==> config.mk <==
export PLATFORM = sky130hd
export DESIGN_NAME = spi_peripheral_3wire
export DESIGN_NICKNAME = d
export VERILOG_FILES = /design/src/rtl/spi_3wire_pkg.sv /design/src/rtl/spi_sync_edge.sv /design/src/rtl/spi_peripheral_3wire.sv
export SDC_FILE = /design/constraint.sdc
export NUM_CORES = 1
export LEC_CHECK = 0
export BUFFER_PORTS_ARGS = -buffer_cell sky130_fd_sc_hd__buf_2
export CAP_MARGIN = 20
export CORE_ASPECT_RATIO = 0.8
export CORE_MARGIN = 2
export CORE_UTILIZATION = 45
export CTS_CLUSTER_SIZE = 10
export DETAILED_ROUTE_END_ITERATION = 16
export PLACE_DENSITY = 0.64
export SETUP_SLACK_MARGIN = 0.15
export SLEW_MARGIN = 10
export SYNTH_ARGS = -nofsm -noshare
export SYNTH_HDL_FRONTEND = slang
export SYNTH_SLANG_ARGS = --single-unit
==> constraint.sdc <==
create_clock -name clk -period 5.7 [get_ports clk]
set_clock_uncertainty 0.2 [all_clocks]
set_input_delay 0.285 -clock clk [delete_from_list [all_inputs] [get_ports clk]]
set_output_delay 0.285 -clock clk [all_outputs]
set_load 0.02 [all_outputs]
==> src/rtl/spi_3wire_pkg.sv <==
// Shared types and helpers for the 3-wire SPI responder.
// State codes and the bit-order helper live here.
package spi_3wire_pkg;

  typedef logic [1:0] state_t;

  localparam state_t S_WAIT_CS_HIGH = 2'd0;
  localparam state_t S_IDLE         = 2'd1;
  localparam state_t S_RX           = 2'd2;
  localparam state_t S_TX           = 2'd3;

  // Map an MSB-first bit position to the byte bit that travels there.
  function automatic logic [2:0] bit_idx(
    input logic [2:0] pos,
    input logic       lsb_first
  );
    return lsb_first ? (3'd7 - pos) : pos;
  endfunction

endpackage

==> src/rtl/spi_sync_edge.sv <==
// Multi-flop synchronizer for an asynchronous line,
// with one extra flop for rise/fall pulse detection.
module spi_sync_edge #(
  parameter int SYNC_STAGES = 2
) (
  input  logic clk,
  input  logic din,
  output logic level,
  output logic rise,
  output logic fall
);

  logic [SYNC_STAGES-1:0] chain;
  logic                   prev;

  // Left out of reset so a line held low across reset shows no false edge.
  always_ff @(posedge clk) begin
    chain <= {chain[SYNC_STAGES-2:0], din};
    prev  <= chain[SYNC_STAGES-1];
  end

  assign level = chain[SYNC_STAGES-1];
  assign rise  = level & ~prev;
  assign fall  = ~level & prev;

endmodule

==> src/rtl/spi_peripheral_3wire.sv <==
// 3-wire SPI responder: oversampled receive path plus
// preloaded response bytes driven on sck falling edges.
module spi_peripheral_3wire
  import spi_3wire_pkg::*;
#(
  parameter int NUM_TX_BYTES  = 4,
  parameter int TX_CNT_SZ     = $clog2(NUM_TX_BYTES + 1),
  parameter int SYNC_STAGES   = 2,
  parameter int READ_FLAG_BIT = 6,
  parameter bit LSB_FIRST     = 1'b0
) (
  input  logic                 clk,
  input  logic                 reset,
  input  logic                 sck,
  input  logic                 cs_n,
  input  logic                 dio_i,
  output logic                 dio_o,
  output logic                 dio_e,
  output logic [7:0]           rx_data,
  output logic                 rx_valid,
  output logic                 rx_first,
  output logic                 frame_end,
  output logic                 frame_partial,
  input  logic [7:0]           tx_data [NUM_TX_BYTES],
  input  logic [TX_CNT_SZ-1:0] tx_count,
  output logic                 busy
);

  localparam int IDX_W =
    (NUM_TX_BYTES > 1) ? $clog2(NUM_TX_BYTES) : 1;
  localparam logic [TX_CNT_SZ-1:0] TX_MAX =
    TX_CNT_SZ'(NUM_TX_BYTES);
  localparam logic [2:0] RD_IDX =
    bit_idx(3'(READ_FLAG_BIT), LSB_FIRST);

  logic unused_sck_level;
  logic sck_rise, sck_fall;
  logic cs_s, cs_rise, cs_fall;
  logic [SYNC_STAGES-1:0] dio_chain;
  logic din_s;

  state_t state;
  logic [2:0] bit_cnt;
  logic [2:0] byte_idx;
  logic [7:0] shreg;
  logic [7:0] rx_next;
  logic [7:0] tx_buf [NUM_TX_BYTES];
  logic [TX_CNT_SZ-1:0] r_tx_count;
  logic [TX_CNT_SZ-1:0] tx_idx;
  logic [TX_CNT_SZ-1:0] tx_idx_inc;
  logic [IDX_W-1:0] tx_sel;
  logic [2:0] tx_bit;
  logic tx_live;

  spi_sync_edge #(.SYNC_STAGES(SYNC_STAGES)) u_sck (
    .clk   (clk),
    .din   (sck),
    .level (unused_sck_level),
    .rise  (sck_rise),
    .fall  (sck_fall)
  );

  spi_sync_edge #(.SYNC_STAGES(SYNC_STAGES)) u_cs (
    .clk   (clk),
    .din   (cs_n),
    .level (cs_s),
    .rise  (cs_rise),
    .fall  (cs_fall)
  );

  // Data line delayed by the same depth as sck so samples line up.
  always_ff @(posedge clk) begin
    dio_chain <= {dio_chain[SYNC_STAGES-2:0], dio_i};
  end

  assign din_s = dio_chain[SYNC_STAGES-1];

  assign rx_next = LSB_FIRST ? {din_s, shreg[7:1]}
                             : {shreg[6:0], din_s};
  assign tx_live    = tx_idx < r_tx_count;
  assign tx_sel     = tx_idx[IDX_W-1:0];
  assign tx_idx_inc = tx_idx + TX_CNT_SZ'(1);

  // Frame state machine: receive, respond, and frame bookkeeping.
  always_ff @(posedge clk) begin
    if (reset) begin
      state         <= S_WAIT_CS_HIGH;
      dio_o         <= 1'b1;
      dio_e         <= 1'b0;
      rx_data       <= 8'h00;
      rx_valid      <= 1'b0;
      rx_first      <= 1'b0;
      frame_end     <= 1'b0;
      frame_partial <= 1'b0;
      busy          <= 1'b0;
      bit_cnt       <= 3'd0;
      byte_idx      <= 3'd0;
      shreg         <= 8'h00;
      r_tx_count    <= '0;
      tx_idx        <= '0;
      tx_bit        <= 3'd7;
    end else begin
      rx_valid      <= 1'b0;
      frame_end     <= 1'b0;
      frame_partial <= 1'b0;
      unique case (state)
        S_WAIT_CS_HIGH: begin
          if (cs_s) state <= S_IDLE;
        end
        S_IDLE: begin
          busy  <= 1'b0;
          dio_e <= 1'b0;
          dio_o <= 1'b1;
          if (cs_fall) begin
            state    <= S_RX;
            bit_cnt  <= 3'd0;
            byte_idx <= 3'd0;
            busy     <= 1'b1;
          end
        end
        S_RX: begin
          if (sck_rise) begin
            shreg   <= rx_next;
            bit_cnt <= bit_cnt + 3'd1;
            if (bit_cnt == 3'd7) begin
              rx_data  <= rx_next;
              rx_valid <= 1'b1;
              rx_first <= (byte_idx == 3'd0);
              if (byte_idx != 3'd7)
                byte_idx <= byte_idx + 3'd1;
              if (byte_idx == 3'd0 && rx_next[RD_IDX]) begin
                for (int i = 0; i < NUM_TX_BYTES; i++)
                  tx_buf[i] <= tx_data[i];
                r_tx_count <= (tx_count > TX_MAX) ? TX_MAX
                                                  : tx_count;
                tx_idx <= '0;
                tx_bit <= 3'd7;
                state  <= S_TX;
              end
            end
          end
          if (cs_rise) begin
            state         <= S_IDLE;
            busy          <= 1'b0;
            dio_e         <= 1'b0;
            dio_o         <= 1'b1;
            frame_end     <= 1'b1;
            frame_partial <= sck_rise ? (bit_cnt != 3'd7)
                                      : (bit_cnt != 3'd0);
          end
        end
        S_TX: begin
          if (sck_fall) begin
            if (tx_live) begin
              dio_e <= 1'b1;
              dio_o <= tx_buf[tx_sel][bit_idx(tx_bit, LSB_FIRST)];
            end else begin
              dio_e <= 1'b0;
              dio_o <= 1'b1;
            end
          end
          if (sck_rise && tx_live) begin
            if (tx_bit == 3'd0) begin
              tx_idx <= tx_idx_inc;
              tx_bit <= 3'd7;
              if (tx_idx_inc == r_tx_count) begin
                dio_e <= 1'b0;
                dio_o <= 1'b1;
              end
            end else begin
              tx_bit <= tx_bit - 3'd1;
            end
          end
          if (cs_rise) begin
            state         <= S_IDLE;
            busy          <= 1'b0;
            dio_e         <= 1'b0;
            dio_o         <= 1'b1;
            frame_end     <= 1'b1;
            frame_partial <= (tx_bit != 3'd0) && (tx_bit != 3'd7);
          end
        end
        default: state <= S_WAIT_CS_HIGH;
      endcase
    end
  end

endmodule

; Yosys cells after proc, flatten, opt, wreduce, memory -nomap -nowiden
; Memory sizes are Yosys's and may differ from the RTL's. A register that Yosys moved wholly into a read port is not among the register bits.
; Index checks and enable logic that the tools add are counted.
[totals]
mem_bits_rw = 32
word_cells = 148
rom_bits = 0
out_inout_bits = 15
latchBits = 0
inputBits = 40
regBits = 47
n_memories = 1
[mem_list]
columns = name, words, word_bits, read_ports, rd_ports_with_merged_regs, write_ports, line_no
row1 = tx_buf, 4, 8, 1, 1, 4, spi_peripheral_3wire.sv:47  ; logic [7:0] tx_buf [NUM_TX_BYTES];
[classes]
muxes = 62
add_sub_neg = 4
order_cmp = 3
reduce_logical = 25
n_eq_ne = 22
n_mul = 0
n_div = 0
n_bitwise = 11
shift = 0
[op_table]
columns = op, count
row1 = $mux 3, 16
row2 = $mux 1, 27
row3 = $pmux 3 s2, 4
row4 = $mux 2, 9
row5 = $ne 2x2->1 const B, 9
row6 = $ne 3x3->1 const B, 6
row7 = $reduce_and 6->1, 2
row8 = $reduce_and 5->1, 2
row9 = $add 3x1->3 const B, 3
row10 = $reduce_bool 3->1, 3
row11 = $pmux 2 s4, 1
row12 = $not 1->1, 7
row13 = $logic_not 3->1, 2
row14 = $pmux 1 s3, 2
row15 = $reduce_and 2->1, 3
row16 = $reduce_and 3->1, 2
row17 = $reduce_bool 2->1, 3
row18 = $and 1x1->1, 4
row19 = $eq 2x2->1 const B, 2
row20 = $lt 3x4->1 const B, 1
row21 = $ne 2x1->1 const B, 2
row22 = $pmux 1 s2, 2
row23 = $reduce_and 4->1, 1
row24 = $reduce_or 2->1, 2
row25 = other kinds (10), 12

; Longest topological paths before layout
[logic_depth]
word_depth = 9
depth_mapped = 8
ltp_nobuf = 7

; Modules after synthesis
; Synthesis repeated with hierarchy kept, for this count alone.
[unflattened]
cells_unflattened = 302
hier_area_um2 = 3437.0
[by_module_without_submodules]
columns = mod, seq_area_each_um2, area_each_um2, cells_each, n_inst
row1 = spi_peripheral_3wire, 1821.7, 3286.9, 292, 1
row2 = spi_sync_edge, 60.1, 75.1, 5, 2

; Worst setup path before layout
; Ideal clock, no wire load.
[synth_timing]
path_type = register to register
from = reg u_sck.chain[1]
to = mem tx_buf[0][0], enable pin
required_ns = 5.039
slack_ns = 1.653
setup_time_ns = 0.461
path_buffers = 2
synth_period_minus_slack_ns = 4.047
arrival_time_ns = 3.386
stages_incl_launch_ff = 6
path_cell_list = dfxtp_1 nor2b_1 clkbuf_1 nand3_1 clkbuf_1 nor3_1
[synth_rtl]
columns = item, line_no
row1 = from (decl), spi_sync_edge.sv:13  ; logic [SYNC_STAGES-1:0] chain;
row2 = from (signal assigned), spi_sync_edge.sv:18  ; chain <= {chain[SYNC_STAGES-2:0], din};
row3 = to (decl), spi_peripheral_3wire.sv:47

==> flow_summary.toml <==
[outcome]
outcome = "finished, final reports clean"

[die]
die_w_um = 101
initial_core_util = 0.462
ios = 55
fp.coreArea_mm2 = 0.00736
placementRows = 28
die_h_um = 81.7
die-area_mm2 = 0.00826

[drt]
viasPerCell = 5.10
dr.pass1.iters = 4
drc_errors = 0
via_count = 2481
wirelength_mm = 6.65
wl_per_cell_um = 13.7
drt_iter0_drc = 93
ant_nets = 0

[global_routing]
track_usage = 0.179
antenna_found_initial = 0
grt_busiest_layer = "met2"
gr-total-overflow = 0
use_met3 = 0.0468
use_met1 = 0.227
grt_max_degree = 39
first_global_vias = 2457
grt_pass1_wl_mm = 11.3
use_met2 = 0.297

[timing]
slew-limit-headroom = 0.407
hold_slack_ps = 33.0
finalSetupTns_ps = 0
slew_violations = 0
worst_slew_pin_slew_ps = 887
setup_viol = 0
post-route-min-period_ps = 3040
finalHoldViolCount = 0
fin_crit_sh = 0.533
fmax_mhz = 329
rsz0062_at_grt = "no"

[placement]
place_hpwl_mm = 4.36
gp_congestion = 0.756
numPortBuffers = 54
postPlaceCellArea_mm2 = 0.00374

[clocking]
cts_sinks = 81
h-tree-depth = 3
cts-resized-gates = 0
cts_setup_buffers = 0
cts.clk_slew.worst_paths_ps = 80
insertion_delay_ps = 340
cts_tree = "done"
clock_path_buffers = 2
cts_root_buf = "clkbuf_8"
numCtsBuffers = 9
cts_hold_buf = 35

[job]
cap_violations = 0

[cells_and_area]
nets = 449
area_growth_pct = 25.6
insertedDiodeCount = 0
final_area_mm2 = 0.00427
drive_above_1_share = 0.202
fillers = 622

[worst_setup_path]
critPathLaunch = "state[0]"
end_kind = "flip-flop"
cp_data_arrival_time_ps = 2840
worstPathMaxFanout = 32
crit_type = "reg -> reg"
cp.required_ps = 5500
timing.rr.start = "state[0]"
start_kind = "flip-flop"
reg2reg_setup_slack_ps = 2660

[power]
clockPowerShare = 0.324
p_comb_frac = 0.136
p_seq_frac = 0.539
p_int_mw = 0.841
power_density_mw_per_mm2 = 270
switchingPower_mw = 0.311
ir_drop_mv = 0.133
p_leak_nw = 1.64
swShare = 0.270

[min_path]
worstHoldStart = "tx_count[2]"
hp-class = "in -> reg"

[synth]
async_flop_share = 0
synth_top_area_share = 0.289
synth.cells.most_frequent = "dfxtp_1 (49), nand2_1 (35), edfxtp_1 (32)"
yosys.area_share.xor_xnor = 0.00773
synth_cell_types = 42
netlist_instances = 304
ys_ff_latch = 81
yosys.area.top_type = "dfxtp_1"
synth_compound_area_frac = 0.117
synth_nets = 362
synth.avg_cell_area_um2 = 11.2
syn_area_mm2 = 0.00340
ys_seq_area_frac = 0.572
synth-simple-area-share = 0.130
synth-edff-count = 32
synthMuxAreaShare = 0.0737
ys_warn_count = 0
synthAdderAreaFrac = 0.0663
synth_top_family_by_area = "simple AND/OR/NAND/NOR gates"
synth_flop_cell = "dfxtp_1"
yosysMostFrequentCell = "dfxtp_1"
synth.area.top_cells = "dfxtp_1 (29%), edfxtp_1 (28%), ha_1 (6.6%)"
## flip-flops by register name, summed over array words and instances, names as in the netlist, 3 cells and up, named ones only
name	cells
rx_data	8
tx_bit	3
shreg	7
tx_buf	32
r_tx_count	3
byte_idx	3
bit_cnt	3
tx_idx	3
## critical path, stage by stage, from the launching register on
cell	delay (ps)
dfxtp_1	380
inv_1	110
ha_1	730
nand3_1	580
nor3_2	280
buf_4	400
## power groups by stage
stage | clock network [mW] | logic (mW) | registers, mW
after global placement | 0 | 0.134 | 0.634
final | 0.374 | 0.157 | 0.621
after global routing | 0.412 | 0.176 | 0.624
after detailed placement | 0 | 0.135 | 0.635
after CTS | 0.387 | 0.155 | 0.621
after floorplan | 0 | 0.0987 | 0.634
## placed cells by master (no fill, tap or decap), types with 2 or more instances in the layout
| cell type | count |
|---|---|
| a211oi_1 | 2 |
| a21boi_0 | 2 |
| a21o_1 | 3 |
| a21oi_1 | 30 |
| a31oi_1 | 2 |
| a32oi_1 | 2 |
| buf_2 | 54 |
| clkbuf_8 | 9 |
| clkinv_4 | 2 |
| dfxtp_1 | 49 |
| dlygate4sd3_1 | 35 |
| edfxtp_1 | 32 |
| ha_1 | 18 |
| inv_1 | 16 |
| inv_6 | 3 |
| mux2_2 | 2 |
| mux2i_1 | 7 |
| mux4_2 | 7 |
| nand2_1 | 35 |
| nand2b_1 | 5 |
| nand3_1 | 13 |
| nand3b_1 | 6 |
| nand4b_1 | 2 |
| nor2_1 | 15 |
| nor2b_1 | 5 |
| nor3_1 | 2 |
| o2111ai_1 | 2 |
| o21a_1 | 2 |
| o21ai_0 | 10 |
| o31ai_1 | 2 |
| or3_1 | 2 |
| xnor2_1 | 3 |
## final timing paths
kind                   end  depth (start not counted)
max           tx_buf[2][1]                          5
min          r_tx_count[2]                          3
max reg2reg   tx_buf[2][1]                          5
min reg2reg   dio_chain[1]                          0
## cells by family (layout without fill, tap and decap cells)
family / count (synthesis) / after routing
AOI/OAI and AO/OA: 65 / 65
xor gates and xnor gates: 3 / 3
adders and majority gates: 18 / 18
buffers and inverters: 30 / 122
DFF: 81 / 81
muxes: 16 / 16
and+or+nand+nor: 91 / 91
## layout make-up
type	count	area, um2	share of cell area
inverters	16	60.1	0.0141
repair buffers	90	628	0.147
clock inverters	7	52.6	0.0123
clock buffers	9	124	0.0290
well taps	90	113	0.0264
multi-input cells	193	1350	0.316
flip-flops and latches	81	1940	0.455
## per-layer routing
metal | up-vias | share of wire | routed length, um
met5 | - | 0 | 0
met4 | 0 | 0.014 | 90
met3 | 8 | 0.039 | 262
met2 | 56 | 0.46 | 3080
met1 | 1146 | 0.48 | 3210
li1 | 1271 | - | -
## stage by stage
stage / cells / power [mW] / worst slack (ps) / utilization
after global routing: 486 / 1.21 / 2370 / 0.580
after floorplan: 304 / 0.733 / 1650 / -
after CTS: 486 / 1.16 / 2660 / 0.580
after global placement: 435 / 0.768 / 2790 / 0.508
final: 486 / 1.15 / 2660 / 0.580
after detailed placement: 435 / 0.770 / 2670 / 0.508
Power figures use the tool's default switching activity.
